## config.mk

```make
export PLATFORM = sky130hd
export DESIGN_NAME = wish_rr_arbiter
export DESIGN_NICKNAME = d
export VERILOG_FILES = /design/src/rtl/wish_arb_pkg.sv /design/src/rtl/wish_rr_pick.sv /design/src/rtl/wish_rr_arbiter.sv
export SDC_FILE = /design/constraint.sdc
export NUM_CORES = 1
export LEC_CHECK = 0
export BUFFER_PORTS_ARGS = -buffer_cell sky130_fd_sc_hd__buf_2
export CAP_MARGIN = 20
export CORE_AREA = 3 3 82 84
export CTS_BUF_LIST = sky130_fd_sc_hd__clkbuf_8
export DETAILED_ROUTE_END_ITERATION = 7
export DIE_AREA = 0 0 85 87
export PLACE_DENSITY_LB_ADDON = 0.25
export SYNTH_ARGS = -nofsm -noshare
export SYNTH_HDL_FRONTEND = slang
export SYNTH_SLANG_ARGS = --single-unit
```

## constraint.sdc

```tcl
create_clock -name clk_i -period 1.9 [get_ports clk_i]
set_input_delay 0.38 -clock clk_i [delete_from_list [all_inputs] [get_ports clk_i]]
set_output_delay 0.38 -clock clk_i [all_outputs]
set_load 0.01 [all_outputs]
```

## src/rtl/wish_arb_pkg.sv

```systemverilog
// Shared definitions for the Wishbone round-robin arbiter.
// Contents: arbiter state encoding, a constant clog2 helper, and default widths.
package wish_arb_pkg;

  localparam int unsigned DEF_NUM_MASTERS    = 2;
  localparam int unsigned DEF_DATA_WIDTH     = 64;
  localparam int unsigned DEF_TGC_WIDTH      = 2;
  localparam int unsigned DEF_MAX_BURST      = 0;
  localparam int unsigned DEF_TIMEOUT_CYCLES = 256;

  typedef enum logic {
    ST_IDLE  = 1'b0,
    ST_OWNED = 1'b1
  } arb_state_e;

  // Ceiling log2, usable in constant expressions; clog2(0) = clog2(1) = 0.
  function automatic int unsigned clog2(input int unsigned value);
    int unsigned res;
    res = 0;
    for (int unsigned i = 0; i < 32; i++) begin
      if ((64'd1 << i) < 64'(value)) res = i + 1;
    end
    return res;
  endfunction

endpackage

```

## src/rtl/wish_rr_pick.sv

```systemverilog
// Combinational round-robin picker: returns the first requester found when
// scanning upward from last_i+1, wrapping modulo NUM_MASTERS.
// Ports:
//   req_i   - request vector, one bit per master
//   last_i  - index of the most recent grant (scan starts just above it)
//   gnt_o   - one-hot winner (all zero when nobody requests)
//   idx_o   - winner index
//   valid_o - at least one request present
module wish_rr_pick
  import wish_arb_pkg::*;
#(
  parameter int unsigned NUM_MASTERS = DEF_NUM_MASTERS,
  parameter int unsigned IDX_W       = clog2(DEF_NUM_MASTERS)
) (
  input  logic [NUM_MASTERS-1:0] req_i,
  input  logic [IDX_W-1:0]       last_i,
  output logic [NUM_MASTERS-1:0] gnt_o,
  output logic [IDX_W-1:0]       idx_o,
  output logic                   valid_o
);

  int unsigned cand;

  // Scan offsets 1..NUM_MASTERS so the previous winner is considered last.
  always_comb begin
    gnt_o   = '0;
    idx_o   = '0;
    valid_o = 1'b0;
    cand    = 0;
    for (int unsigned k = 1; k <= NUM_MASTERS; k++) begin
      cand = 32'(last_i) + k;
      if (cand >= NUM_MASTERS) cand = cand - NUM_MASTERS;
      if (!valid_o && req_i[IDX_W'(cand)]) begin
        valid_o = 1'b1;
        idx_o   = IDX_W'(cand);
      end
    end
    if (valid_o) gnt_o[idx_o] = 1'b1;
  end

endmodule

```

## src/rtl/wish_rr_arbiter.sv

```systemverilog
// Round-robin arbiter sharing one Wishbone-style stream sink between
// NUM_MASTERS sources. A grant is held while the owner keeps cyc asserted;
// MAX_BURST (nonzero) forces rotation after that many accepted acks.
// Every release costs one IDLE cycle before the next grant.
// Optional feature: define WISH_ARB_TIMEOUT_EN to enable a stall watchdog that
// pulses err_o and releases an owner stalled for TIMEOUT_CYCLES cycles.
// Ports:
//   clk_i, rst_n_i      - clock, asynchronous active-low reset
//   m_dat_i/m_tgc_i     - per-master data/tag, master k at slice k*W +: W
//   m_stb_i/m_cyc_i     - per-master strobe / cycle request
//   m_ack_o             - per-master ack (owner only, mirrors s_ack_i)
//   s_dat_o..s_tgc_o    - owner's bus routed to the sink (zero when idle)
//   s_ack_i             - sink ack
//   gnt_o               - registered one-hot grant
//   err_o               - one-cycle watchdog pulse (0 without the feature)
module wish_rr_arbiter
  import wish_arb_pkg::*;
#(
  parameter int unsigned NUM_MASTERS    = DEF_NUM_MASTERS,
  parameter int unsigned DATA_WIDTH     = DEF_DATA_WIDTH,
  parameter int unsigned TGC_WIDTH      = DEF_TGC_WIDTH,
  parameter int unsigned MAX_BURST      = DEF_MAX_BURST,
  parameter int unsigned TIMEOUT_CYCLES = DEF_TIMEOUT_CYCLES
) (
  input  logic                            clk_i,
  input  logic                            rst_n_i,
  input  logic [NUM_MASTERS*DATA_WIDTH-1:0] m_dat_i,
  input  logic [NUM_MASTERS-1:0]          m_stb_i,
  input  logic [NUM_MASTERS-1:0]          m_cyc_i,
  input  logic [NUM_MASTERS*TGC_WIDTH-1:0] m_tgc_i,
  output logic [NUM_MASTERS-1:0]          m_ack_o,
  output logic [DATA_WIDTH-1:0]           s_dat_o,
  output logic                            s_stb_o,
  output logic                            s_cyc_o,
  output logic [TGC_WIDTH-1:0]            s_tgc_o,
  input  logic                            s_ack_i,
  output logic [NUM_MASTERS-1:0]          gnt_o,
  output logic                            err_o
);

  localparam int unsigned IDX_W   = (clog2(NUM_MASTERS) < 1) ? 1 : clog2(NUM_MASTERS);
  localparam int unsigned BURST_W = (MAX_BURST == 0) ? 1 : clog2(MAX_BURST + 1);

  // Reject configurations the arbiter cannot honour.
  if (NUM_MASTERS < 2 || TIMEOUT_CYCLES == 0) begin : g_param_check
    $error("wish_rr_arbiter: NUM_MASTERS must be >= 2 and TIMEOUT_CYCLES nonzero");
  end

  arb_state_e             state_q, state_d;
  logic [NUM_MASTERS-1:0] gnt_q, gnt_d;
  logic [IDX_W-1:0]       last_q, last_d;
  logic [BURST_W-1:0]     burst_q, burst_d;

  logic [NUM_MASTERS-1:0] pick_gnt;
  logic [IDX_W-1:0]       pick_idx;
  logic                   pick_valid;

  logic                   own_cyc, own_stb;
  logic [DATA_WIDTH-1:0]  own_dat;
  logic [TGC_WIDTH-1:0]   own_tgc;
  logic                   owned_c, accept_c, limit_c, timeout_c, release_c;

  wish_rr_pick #(
    .NUM_MASTERS (NUM_MASTERS),
    .IDX_W       (IDX_W)
  ) u_pick (
    .req_i   (m_cyc_i),
    .last_i  (last_q),
    .gnt_o   (pick_gnt),
    .idx_o   (pick_idx),
    .valid_o (pick_valid)
  );

  // While OWNED, last_q is the owner's index.
  assign own_cyc = m_cyc_i[last_q];
  assign own_stb = m_stb_i[last_q];
  assign own_dat = m_dat_i[32'(last_q)*DATA_WIDTH +: DATA_WIDTH];
  assign own_tgc = m_tgc_i[32'(last_q)*TGC_WIDTH +: TGC_WIDTH];

  assign owned_c  = (state_q == ST_OWNED);
  assign accept_c = owned_c && own_stb && s_ack_i;
  // The ack that completes the MAX_BURST-th transfer ends the tenure.
  assign limit_c  = (MAX_BURST != 0) && accept_c &&
                    (burst_q == BURST_W'(MAX_BURST - 1));
  assign release_c = owned_c && (!own_cyc || limit_c || timeout_c);

`ifdef WISH_ARB_TIMEOUT_EN
  localparam int unsigned STALL_W = (clog2(TIMEOUT_CYCLES + 1) < 1) ? 1 :
                                    clog2(TIMEOUT_CYCLES + 1);

  logic [STALL_W-1:0] stall_q, stall_d;
  logic               err_q;

  // Counts cycles the owner strobes without an ack; cleared by ack or leaving OWNED.
  always_comb begin
    stall_d = stall_q;
    if (!owned_c || s_ack_i) begin
      stall_d = '0;
    end else if (own_stb && (stall_q != '1)) begin
      stall_d = stall_q + STALL_W'(1);
    end
  end

  assign timeout_c = owned_c && own_stb && !s_ack_i &&
                     (stall_q == STALL_W'(TIMEOUT_CYCLES - 1));

  always_ff @(posedge clk_i or negedge rst_n_i) begin
    if (!rst_n_i) begin
      stall_q <= '0;
      err_q   <= 1'b0;
    end else begin
      stall_q <= stall_d;
      err_q   <= timeout_c;
    end
  end

  assign err_o = err_q;
`else
  assign timeout_c = 1'b0;
  assign err_o     = 1'b0;
`endif

  // State register.
  always_ff @(posedge clk_i or negedge rst_n_i) begin
    if (!rst_n_i) begin
      state_q <= ST_IDLE;
      gnt_q   <= '0;
      last_q  <= IDX_W'(NUM_MASTERS - 1);
      burst_q <= '0;
    end else begin
      state_q <= state_d;
      gnt_q   <= gnt_d;
      last_q  <= last_d;
      burst_q <= burst_d;
    end
  end

  // Next-state logic and owner routing.
  always_comb begin
    state_d = state_q;
    gnt_d   = gnt_q;
    last_d  = last_q;
    burst_d = burst_q;
    s_dat_o = '0;
    s_stb_o = 1'b0;
    s_cyc_o = 1'b0;
    s_tgc_o = '0;
    m_ack_o = '0;
    case (state_q)
      ST_IDLE: begin
        if (pick_valid) begin
          state_d = ST_OWNED;
          gnt_d   = pick_gnt;
          last_d  = pick_idx;
          burst_d = '0;
        end
      end
      ST_OWNED: begin
        s_dat_o         = own_dat;
        s_stb_o         = own_stb;
        s_cyc_o         = own_cyc;
        s_tgc_o         = own_tgc;
        m_ack_o[last_q] = s_ack_i;
        if (accept_c && (burst_q != '1)) burst_d = burst_q + BURST_W'(1);
        if (release_c) begin
          state_d = ST_IDLE;
          gnt_d   = '0;
        end
      end
      default: state_d = ST_IDLE;
    endcase
  end

  assign gnt_o = gnt_q;

endmodule

```

### Word-level counts from Yosys, hierarchy flattened

Index checks and enable logic that the tools add are counted.

* register bits after elaboration: 4
* latch bits: 0
* bits in writable memories: 0
* ROM bits: 0
* input port bits: 139
* output and inout bits: 73
* word-level logic and storage cells: 58
* memories: 0

* add/subtract/negate cells: 4
* multiply operators: 0
* div/mod/pow operators: 0
* order comparisons: 8
* equality and inequality tests: 2
* shift operators: 2
* muxes and demuxes: 29
* bitwise operators: 2
* reductions and logical operators: 8

Operators with widths (count)
* $shiftx A128 B8 Y64: 1
* $mux W64: 1
* $mux W1: 20
* $lt A1 B2 Y1 const B: 4
* $mux W2: 4
* $logic_and A1 B1 Y1: 4
* $pmux W2 S2: 1
* $reduce_and A2 Y1: 2
* $shiftx A4 B3 Y2: 1
* $add A1 B2 Y3 const B: 1
* $ge A3 B2 Y1 const B: 1
* $add A1 B1 Y2 const B: 1
* $and A2 B2 Y2: 1
* $demux W1 S1: 2
* $ge A1 B1 Y1 const B: 2
* $ge A2 B2 Y1 const B: 1
* $logic_not A1 Y1: 2
* $ne A2 B1 Y1 const B: 1
* $ne A2 B2 Y1 const B: 1
* $pmux W1 S2: 1
* $sub A1 B1 Y1 const B: 2
* $not A1 Y1: 1

### Depth between registers and ports, before layout

Gate-level depths: netlist of the first run.

* word-level depth: 15
* gate-level depth with buffers: 5
* mapped depth without buffers: 3

### Hierarchy

A second synthesis of the first run with hierarchy kept.

* cell total of the unflattened synthesis: 176
* area, all modules: 1331.3 um^2

Modules (own cells, without submodules)
* wish_rr_arbiter: times used 1, cells an instance 171, area each 1298.7 um^2, seq. area each 101.3 um^2
* wish_rr_pick: times used 1, cells an instance 5, area each 32.5 um^2, seq. area each 0.0 um^2

### Least setup slack after synthesis of the first run

Ideal clock, no wire load.

* path type: reg2out
* start: register last_q
* end: output port s_dat_o[10]
* arrival time: 1.158 ns
* required time: 1.520 ns
* setup slack: 0.362 ns
* stages on the path, launching flop included: 6
* path buffers: 3
* cell sequence: dfstp_2 > buf_4 > buf_8 > buf_8 > mux2i_1 > nor2_1

* cells in the longest elaborated chain, start to end: 2

RTL lines
* from (decl): RTL line wish_rr_arbiter.sv:51 `logic [IDX_W-1:0] last_q, last_d;`
* from (signal assigned): RTL line wish_rr_arbiter.sv:128 `last_q <= IDX_W'(NUM_MASTERS - 1);`
* from (signal assigned): RTL line wish_rr_arbiter.sv:133 `last_q <= last_d;`
* $shiftx A128 B8 Y64: RTL line wish_rr_arbiter.sv:77 `assign own_dat = m_dat_i[32'(last_q)*DATA_WIDTH +: DATA_WIDTH];`
* $mux W64: RTL line wish_rr_arbiter.sv:149 `case (state_q)`
* to (decl): RTL line wish_rr_arbiter.sv:32 `output logic [DATA_WIDTH-1:0] s_dat_o,`

No other way between the ends.

### Worst setup path after layout of the first run

Ends and elaborated chain as after synthesis.

==> results of run 1 <==
worst reg2reg max path: cells and delay by family (launching register included):
kind,cells,cell delay (ps)
AOI/OAI and AO/OA,2,330
buffers and inverters,3,410
DFF,1,640
and+or+nand+nor,1,200
how the worst max path moves through the flow:
stage,start,end,slack [ps],depth (start not counted)
final,last_q$_DFFE_PN1P_,s_dat_o[10],-60,5
after global routing,last_q$_DFFE_PN1P_,s_dat_o[8],-120,5
after CTS,last_q$_DFFE_PN1P_,s_dat_o[28],-50,4
after detailed placement,last_q$_DFFE_PN1P_,s_dat_o[3],110,4
after global placement,last_q$_DFFE_PN1P_,s_dat_o[3],120,4
after floorplan,last_q$_DFFE_PN1P_,s_dat_o[10],360,5
power groups by stage:
stage	registers [mW]	logic, mW	clock network, mW
CTS	0.213	2.44	0.193
finish	0.183	2.96	0.187
detailed placement	0.222	2.33	0
global route	0.186	3.20	0.202
floorplan	0.160	1.71	0
global placement	0.219	2.32	0
cells by family after synthesis:
logic type	after synthesis	share of synthesized area [%]
AOI/OAI and AO/OA	8	4.77
buffers and inverters	21	13.0
DFF	4	7.58
muxes	67	50.1
other	1	0.280
and+or+nand+nor	80	24.2
flip-flops by register name, summed over array words and instances, names as in the netlist:
register,count
gnt_o,2
last_q,1
owned_c,1
cell type report:
cell class / instances / area (sq um)
fill: 598 / 3270
sequential: 4 / 105
clock buffer: 3 / 41.3
tap: 75 / 93.8
timing repair buffer: 227 / 1380
inverter: 4 / 15.0
clock inverter: 1 / 3.75
multi-input combinational: 156 / 1090
timing repair:
action                     CTS  global route
buffers inserted             1             4
pin swaps                    0             6
hold endpoints to repair     3             0
setup endpoints to repair   64            64
cloned                       1             6
resized for setup            1            11
hold buffers                 1             0
cells in the final DEF (no fill, tap or decap), drive strengths merged:
master       Yosys  routed
buf             12     220
nand3            2       2
and3             1       1
dfstp            1       1
dlygate4sd3      0       1
clkbuf           5       9
mux2i           67      67
nand2            2       2
nand2b           2       2
o311ai           1       1
inv              4       5
nor2b            2       2
dfrtp            3       3
nor2            69      69
a31oi            2       2
or2              1       1
a21oi            2       2
or2b             1       1
conb             1       1
a32o             2       2
o21ai            1       1
metal layers:
| metal | vias up | wire length (um) | track usage [%] | share of wire, % |
|---|---|---|---|---|
| met1 | 848 | 2090 | 13.0 | 34 |
| met3 | 4 | 713 | 3.31 | 12 |
| met5 | - | 0 | 0 | 0 |
| met2 | 130 | 3320 | 26.9 | 54 |
| met4 | 0 | 45 | 3.02 | 0.73 |
| li1 | 1040 | - | - | - |
==> impl_results.md, run 1 <==
* Outcome: complete, but fails checks
* Violated checks: negative setup slack
* Pre-CTS setup slack at 112 ps
* Netlist Area Pre-Place at 1340 sq um
* Hold Crit Class: primary input to register
* TritonCTS clock tree: built
* Final ANT Viol Nets at 0
* CP max stage delay at 640 ps
* Crit. End Element: primary output
* Worst-Skew Late Latency at 220 ps
* WHS Endpoint: last_q$_DFFE_PN1P_
* Ys flop type: dfrtp_1
* Total power at 3.33 mW
* Die ar. at 7400 sq um
* Clock power frac at 5.6%
* Vias at 2022
* Yosys top cell by area: mux2i_1
* Antenna diodes at 0
* GP Congestion at 0.709
* Max_cap viols at 0
* H-tree depth at 1
* Post-route cell area at 2730 sq um
* Layout Skew at 3.58 ps
* IO Count at 212
* CP bufs+invs at 3
* Non-Filler Instances at 470
* Seq cells post-synth at 4
* Most frequent cell after synthesis: nor2_1
* Most frequent cells after synthesis: 69 x nor2_1, 67 x mux2i_1, 6 x buf_8
* Final worst slack at -56.0 ps
* CP Launch Type: register
* Finished Core Util at between 40 and 50%
* Die Width at 85 um
* WS Path Type: register to primary output
* Core ar. at around 6000 sq um
* Mean Syn Cell Area at around 7.4 sq um
* Clock Pin Slew Worst Setup and Hold Paths at 40 ps
* Sequential area share after synthesis at 7.58%
* Global-route wire length before repair at 8110 um
* PortBufs at 210
* Iteration-0 DRC Markers at 47
* Slew Viols, Final at 0
* Number of synthesis warnings at 0
* Post-DR wirelength/cell at 13.1 um
* Static Leakage at 1.76 nW
* P_int at between 1.5 and 2 mW
* Max frequency at 511 MHz
* Post-route minimum period at just under 2000 ps
* CTS Buf Count at 3
* P per Cell Area at 1220 nW/um^2
* Crit path arrival time at approximately 1600 ps
* Row cnt at 28
* DRT Pass-1 Iters at 4
* GRT Resource Usage Total at 13.1%
* EDFF count, synth at 0
* Hold path depth at 2
* Register-to-register setup slack at 190 ps
* Reg2Reg Capture Point: gnt_o[1]$_DFFE_PN0P_
* Worst hold start: m_cyc_i[0]
* CTS Root Cell: clkbuf_8
* Clock sinks at 4
* Peak VDD IR at 0.599 mV
* Post-DP HPWL at around 4600 um
* Share of layout cells above drive strength 1 at 60.5%
* Register-to-Register Path Depth at 6
* Drt drc at 0
* Hold Vio Cnt, Final at 0
* Die Span Y at 87 um
* Final Cycle Share at 103%
* Cells after DPL at 453
* RSZ-0062 raised after global routing: true
* CP Data Required Time at between 1500 and 2000 ps
* Setup_tns at -979 ps
* Syn Nets at 320
* Top delay family on crit path: flip-flops
* Max FO, Critical Path at 7
* Final nets at approximately 540
* Vias in the first global route at 1820
* Finish-stage setup viols at 51
* CP max stage cell: dfstp_4
* Hold_ws at around 410 ps
* Final wirelength at 6170 um
* Initial core utilization at 22.3%
* Ys async rst share at between 90% and 100%
* Top cell type's share of synthesized area at 50.1%
* CP Cell Sequence: buf_12 -> clkbuf_16 -> mux2i_1 -> nor2_1 -> buf_2
* Clk buf depth at 2
* Sequential share of power at under 10%
* Sw frac at ~44%
* FF-to-FF Start: last_q$_DFFE_PN1P_
* Placed cell area at roughly 2400 sq um
* Yosys cell types at 25
* Largest net degree at the start of global routing at 72
* Vias/cell at 4.30
* Syn Inst Count at 181
* Synth area leaders: mux2i_1 50%, nor2_1 19%, buf_8 6.7%, dfrtp_1 5.6%, dfstp_2 2.0%
* Initial antenna violation count at 0
* Power share of the combinational group at 88.9%
* P&R area growth vs syn at 104%
* Switching power at 1.47 mW
* GRT overflow at 0
(Power assumes the default switching activity.)
==> run 2, diff against run 1 <==
--- a/config.mk
+++ b/config.mk
@@ -11,7 +11,6 @@
 export CTS_BUF_LIST = sky130_fd_sc_hd__clkbuf_8
 export DETAILED_ROUTE_END_ITERATION = 7
 export DIE_AREA = 0 0 85 87
-export PLACE_DENSITY_LB_ADDON = 0.25
 export SYNTH_ARGS = -nofsm -noshare
 export SYNTH_HDL_FRONTEND = slang
 export SYNTH_SLANG_ARGS = --single-unit
==> run 2 against run 1 <==
  * Clock power about the same
  * Clock skew about the same
  * Sequential power down 5%
  * Worst hold slack got worse by 4.8 ps
  * Routed wire length up 7.6%
  * The run still ends with negative setup slack left
  * Fmax grew 0.15%
  * Cell count fell by 0.43%
  * Cell area down 1.8%
  * First-iteration DRC count down 77%
  * Global-route usage is 1.5 points higher
  * Setup slack gained 3.0 ps
  * Combinational power decreased by 3%
==> impl_results.md, run 2 (synthesized netlist as in run 1, its figures left out) <==
* Clock sinks at 4 (unchanged)
* TritonCTS clock tree: built
* Violated checks: negative setup slack
* Slew Viols, Final at 0 (unchanged)
* WHS Endpoint: last_q$_DFFE_PN1P_
* Die Span Y at 87 um (unchanged)
* Most frequent cells in the layout: 210 x buf_2, 69 x nor2_1, 61 x mux2i_1
* DRT Pass-1 Iters at 4 (unchanged)
* Drt drc at 0 (unchanged)
* Top delay family on crit path: flip-flops
* Final Cycle Share at 103% (-0.16 points)
* Clk buf depth at 2 (unchanged)
* Hold Crit Class: primary input to register
* CP max stage cell: dfstp_4
* IO Count at 212 (unchanged)
* Final nets at 533 (-0.37%)
* Vias/cell at 4.38 (+1.8%)
* Peak VDD IR at 0.500 mV (-17%)
* P&R area growth vs syn at 100%
* Reg2Reg Capture Point: gnt_o[1]$_DFFE_PN0P_
* Largest net degree at the start of global routing at 45 (-38%)
* Commonest non-fill, non-tap cell in the layout: buf_2
* Hold_ws at 409 ps (-4.78 ps)
* Share of layout cells above drive strength 1 at 61.1% (+0.56 points)
* WS Path Type: register to primary output
* Die Width at 85 um (unchanged)
* GRT overflow at 0 (unchanged)
* Post-route minimum period at 1950 ps (-3.02 ps)
* GRT Resource Usage Total at 14.6% (+1.5 points)
* Worst hold start: m_cyc_i[0]
* Max frequency at 512 MHz (+0.15%)
* CP most frequent cell: buf_12
* Post-DP HPWL at 5250 um (+14%)
* Final ANT Viol Nets at 0 (unchanged)
* Initial core utilization at 22.3% (unchanged)
* Crit path arrival time at 1570 ps (about the same)
* Non-Filler Instances at 468 (-0.43%)
* Vias at 2050 (+1.4%)
* CP Data Required Time at 1520 ps (about the same)
* Register-to-Register Path Depth at 6 (unchanged)
* Static Leakage at 1.73 nW (-1.4%)
* H-tree depth at 1 (unchanged)
* PortBufs at 210 (unchanged)
* Row cnt at 28 (unchanged)
* Vias in the first global route at 1948 (+7.0%)
* P per Cell Area at 1210 nW/um^2 (-1.3%)
* Final worst slack at -53.0 ps (+3.02 ps)
* Clock Pin Slew Worst Setup and Hold Paths at 40 ps (about the same)
* RSZ-0062 raised after global routing: true
* CP Launch Type: register
* GP Congestion at 0.749 (+5.7%)
* CTS Buf Count at 3 (unchanged)
* FF-to-FF Start: last_q$_DFFE_PN1P_
* Die ar. at 7400 sq um (unchanged)
* Max FO, Critical Path at 7 (unchanged)
* Worst-Skew Late Latency at 220 ps (about the same)
* Hold path depth at 2 (unchanged)
* Initial antenna violation count at 0 (unchanged)
* Cells after DPL at 454 (+0.22%)
* CTS Root Cell: clkbuf_8
* CP Cell Sequence: buf_12 -> buf_12 -> mux2i_2 -> nor2_1 -> buf_2
* Antenna diodes at 0 (unchanged)
* Outcome: complete, but fails checks
* Register-to-register setup slack at 190 ps (about the same)
* CP bufs+invs at 3 (unchanged)
* Layout Skew at 3.69 ps (+0.116 ps)
* Largest register FFs at 2 (unchanged)
* Max_cap viols at 0 (unchanged)
* Hold Vio Cnt, Final at 0 (unchanged)
* Global-route wire length before repair at 8870 um (+9.4%)
* Post-DR wirelength/cell at 14.2 um (+8.1%)
* Finish-stage setup viols at 41 (-20%)
* Iteration-0 DRC Markers at 11 (-77%)
* Crit. End Element: primary output
* Core ar. at 5990 sq um (unchanged)
* CP max stage delay at 620 ps (-20 ps)
* Final wirelength at 6640 um (+7.6%)
## run 2: cell types whose count changed in the layout (fill, tap and decap cells not counted)
cell       previous run  this run
buf_4                 2         3
clkbuf_16             6         5
buf_16                1         0
nand2_1               2         1
buf_6                 2         1
mux2i_2               4         6
a21oi_1               2         1
a21oi_2               0         1
mux2i_1              62        61
mux2i_4               1         0
nand2_4               0         1
## run 2: cell type report
type	count	area (sq um)
clock buffers	3	41.3
well taps	75	93.8
multi-input cells	156	1100
clock inverters	1	3.75
inverters	4	15.0
flip-flops and latches	4	105
fillers	648	3320
repair buffers	225	1320
## run 2: worst max path at each step
stage,start,end,slack (ps),depth (start not counted)
2_1_floorplan,last_q$_DFFE_PN1P_,s_dat_o[10],360,5
3_3_place_gp,last_q$_DFFE_PN1P_,s_dat_o[48],190,4
3_5_place_dp,last_q$_DFFE_PN1P_,s_dat_o[48],170,4
4_1_cts,last_q$_DFFE_PN1P_,s_dat_o[4],-60,4
5_1_grt,last_q$_DFFE_PN1P_,s_dat_o[48],-100,5
6_report,last_q$_DFFE_PN1P_,s_dat_o[48],-50,5
## run 2: per-stage QoR
step | setup TNS, ps | instance area [sq um] | worst slack [ps] | util (%) | power, mW
floorplan | 0 | 1340 | 362 | - | 1.87
global placement | 0 | 2400 | 192 | 40.1 | 2.54
detailed placement | 0 | 2400 | 166 | 40.1 | 2.56
CTS | -1170 | 2510 | -59.0 | 41.9 | 2.90
global route | -4760 | 2680 | -99.5 | 44.7 | 3.47
finish | -833 | 2680 | -53.0 | 44.7 | 3.22
## run 2: timing repair
| action | CTS | global route |
|---|---|---|
| hold endpoints to repair | 3 | 0 |
| hold buffers | 1 | 0 |
| setup endpoints to repair | 27 | 68 |
| buffers inserted | 1 | 3 |
| cloned | 1 | 5 |
| pin swaps | 0 | 2 |
| resized for setup | 3 | 8 |
## run 2: power breakdown
group          switching (mW)  internal, mW
Combinational            1.38          1.48
Sequential             0.0378         0.136
Clock                  0.0518         0.138
## run 2: layer usage
metal	track usage [%]	vias up	share of wire, %
li1	-	1036	-
met1	15.1	883	36
met2	29.0	129	52
met3	4.26	2	11
met4	3.02	0	0.36
met5	0	-	0
==> run 3, diff against run 2 <==
--- a/config.mk
+++ b/config.mk
@@ -11,6 +11,7 @@
 export CTS_BUF_LIST = sky130_fd_sc_hd__clkbuf_8
 export DETAILED_ROUTE_END_ITERATION = 7
 export DIE_AREA = 0 0 85 87
+export MAX_ROUTING_LAYER = met4
 export SYNTH_ARGS = -nofsm -noshare
 export SYNTH_HDL_FRONTEND = slang
 export SYNTH_SLANG_ARGS = --single-unit
==> constraint.sdc (replaced) <==
create_clock -name clk_i -period 1.9 [get_ports clk_i]
set_input_delay 0.38 -clock clk_i [delete_from_list [all_inputs] [get_ports clk_i]]
set_output_delay 0.38 -clock clk_i [all_outputs]
set_load 0.005 [all_outputs]
==> run 3 against run 2 <==
  * The flow still finishes with violations (negative setup slack)
  * Fmax increased by 1.6%
  * Sequential cell count unchanged
  * Global-route usage is 0.44 points higher
  * Clock skew fell by 1.8 ps
  * Combinational power shrank 19%
  * Die area unchanged
  * Via count hardly changed
  * Critical path type unchanged
  * Highest routed layer unchanged
==> impl_results.md, run 3 (synthesized netlist as in run 1, its figures left out) <==
* GP Congestion at 0.759 (+1.3%)
* CP max stage delay at 690 ps (+70 ps)
* Most frequent cells in the layout: 210 x buf_2, 69 x nor2_1, 65 x mux2i_1
* Row cnt at 28 (unchanged)
* Post-DR wirelength/cell at 13.9 um (-2.4%)
* Final wirelength at 6400 um (-3.6%)
* Die ar. at 7400 sq um (unchanged)
* Clock sinks at 4 (unchanged)
* IO Count at 212 (unchanged)
* Placed cell area at 2390 sq um (-0.31%)
* Static Leakage at 1.67 nW (-3.6%)
* Final worst slack at -21.8 ps (+31.2 ps)
* CTS Buf Count at 3 (unchanged)
* CP Depth at 4 (-1)
* Finished Core Util at 42.2% (-2.5 points)
* Crit. End Element: primary output
* RSZ-0062 raised after global routing: true
* CP max stage cell: dfstp_4
* Iteration-0 DRC Markers at 14 (+3)
* Register-to-Register Path Depth at 4 (-2)
* Final Cycle Share at 101% (-1.6 points)
* PortBufs at 210 (unchanged)
* Crit path arrival time at 1540 ps (-30 ps)
* Register-to-register setup slack at 270 ps (+80 ps)
* Drt drc at 0 (unchanged)
* Violated checks: negative setup slack
* Clock Pin Slew Worst Setup and Hold Paths at 30 ps (about the same)
* CP Cell Sequence: clkbuf_16 -> mux2i_1 -> nor2_1 -> buf_2
* Top delay family on crit path: flip-flops
* Non-Filler Instances at 462 (-1.3%)
* TritonCTS clock tree: built
* Layout Skew at 1.92 ps (-1.77 ps)
* Worst-Skew Late Latency at 220 ps (about the same)
* Outcome: complete, but fails checks
* Vias in the first global route at 1865 (-4.3%)
* Peak VDD IR at 0.441 mV (-12%)
* Post-route minimum period at 1920 ps (-31.2 ps)
* Final nets at 525 (-1.5%)
* Largest register FFs at 2 (unchanged)
* CTS Root Cell: clkbuf_8
* Clk buf depth at 2 (unchanged)
* Hold path depth at 2 (unchanged)
* Post-route cell area at 2530 sq um (-5.5%)
* CP bufs+invs at 2 (-1)
* Cells after DPL at 453 (-0.22%)
* Finish-stage setup viols at 14 (-66%)
* CP Data Required Time at 1520 ps (about the same)
* Commonest non-fill, non-tap cell in the layout: buf_2
* Die Width at 85 um (unchanged)
* Global-route wire length before repair at 8880 um (about the same)
* Max frequency at 520 MHz (+1.6%)
* Slew Viols, Final at 0 (unchanged)
* Share of layout cells above drive strength 1 at 58.7% (-2.4 points)
* DRT Pass-1 Iters at 4 (unchanged)
* Max FO, Critical Path at 20 (+13)
* Vias/cell at 4.43 (+1.2%)
* Pre-CTS setup slack at 177 ps (+11.2 ps)
* Post-DP HPWL at 5150 um (-1.9%)
* Hold Vio Cnt, Final at 0 (unchanged)
* WS Path Type: register to primary output
* GRT overflow at 0 (unchanged)
* Core ar. at 5990 sq um (unchanged)
* GRT Resource Usage Total at 15.1% (+0.44 points)
* H-tree depth at 1 (unchanged)
* Die Span Y at 87 um (unchanged)
* Initial antenna violation count at 2 (+2)
* Hold Crit Class: primary input to register
* P per Cell Area at 1070 nW/um^2 (-11%)
* Initial core utilization at 22.3% (unchanged)
* Largest net degree at the start of global routing at 72 (+60%)
* Total power at 2.70 mW (-16%)
* P&R area growth vs syn at 89.0%
* Max_cap viols at 0 (unchanged)
* CP Launch Type: register
* Final ANT Viol Nets at 0 (unchanged)
* Vias at 2048 (-0.098%)
[run 3: cell count changes in the layout (fill, tap and decap cells not counted), sizes merged]
cell	previous run	this run
buf	219	214
clkbuf	8	5
diode	0	2
[run 3: report_power, final]
part	internal [mW]	switching, mW	leakage [nW]	total [mW]
logic	1.22	1.09	1.60	2.31
registers	0.138	0.0696	0.0475	0.208
clock network	0.138	0.0478	0.0269	0.186
total	1.49	1.21	1.67	2.70
[run 3: what timing repair did]
item / 4_1_cts / 5_1_grt
hold buffers: 1 / 0
gates cloned: 0 / 2
buffers inserted: 0 / 0
endpoints found under the setup margin: 44 / 63
resized for setup: 0 / 4
endpoints found under the hold margin: 3 / 0
[run 3: path summary, 6_finish.rpt]
kind | startpoint | end
max in group asynchronous | rst_n_i | last_q$_DFFE_PN1P_
setup reg to reg | last_q$_DFFE_PN1P_ | gnt_o[0]$_DFFE_PN0P_
min in group asynchronous | rst_n_i | gnt_o[1]$_DFFE_PN0P_
setup / recovery | last_q$_DFFE_PN1P_ | s_dat_o[4]
hold reg to reg | gnt_o[0]$_DFFE_PN0P_ | gnt_o[0]$_DFFE_PN0P_
hold / removal | m_cyc_i[0] | last_q$_DFFE_PN1P_
[run 3: per-stage QoR]
stage,TNS [ps],hold WS (ps)
after floorplan,0,84.4
after global placement,0,189
after detailed placement,0,193
after CTS,-946,416
after global routing,-4030,435
final,-132,415
[run 3: area by class of cell]
type                    instances  area (sq um)
clock inverters                 1          3.75
inverters                       4          15.0
clock buffers                   3          41.3
multi-input cells             156          1070
well taps                      75          93.8
diodes                          2          5.00
flip-flops and latches          4           105
fillers                       636          3460
repair buffers                217          1190
[run 3: metal layers]
layer / GRT usage [%] / share of wire (%) / routed length, um
met1: 15.8 / 35 / 2240
met2: 28.0 / 51 / 3280
met3: 3.88 / 13 / 811
met4: 3.88 / 0.95 / 61
met5: - / 0 / 0
[run 3: worst register-to-register path, stage by stage (launching register included)]
cell and delay [ps]:
dfstp_4 690, clkbuf_16 230, nor2b_1 240, o311ai_2 120, a32o_1 230
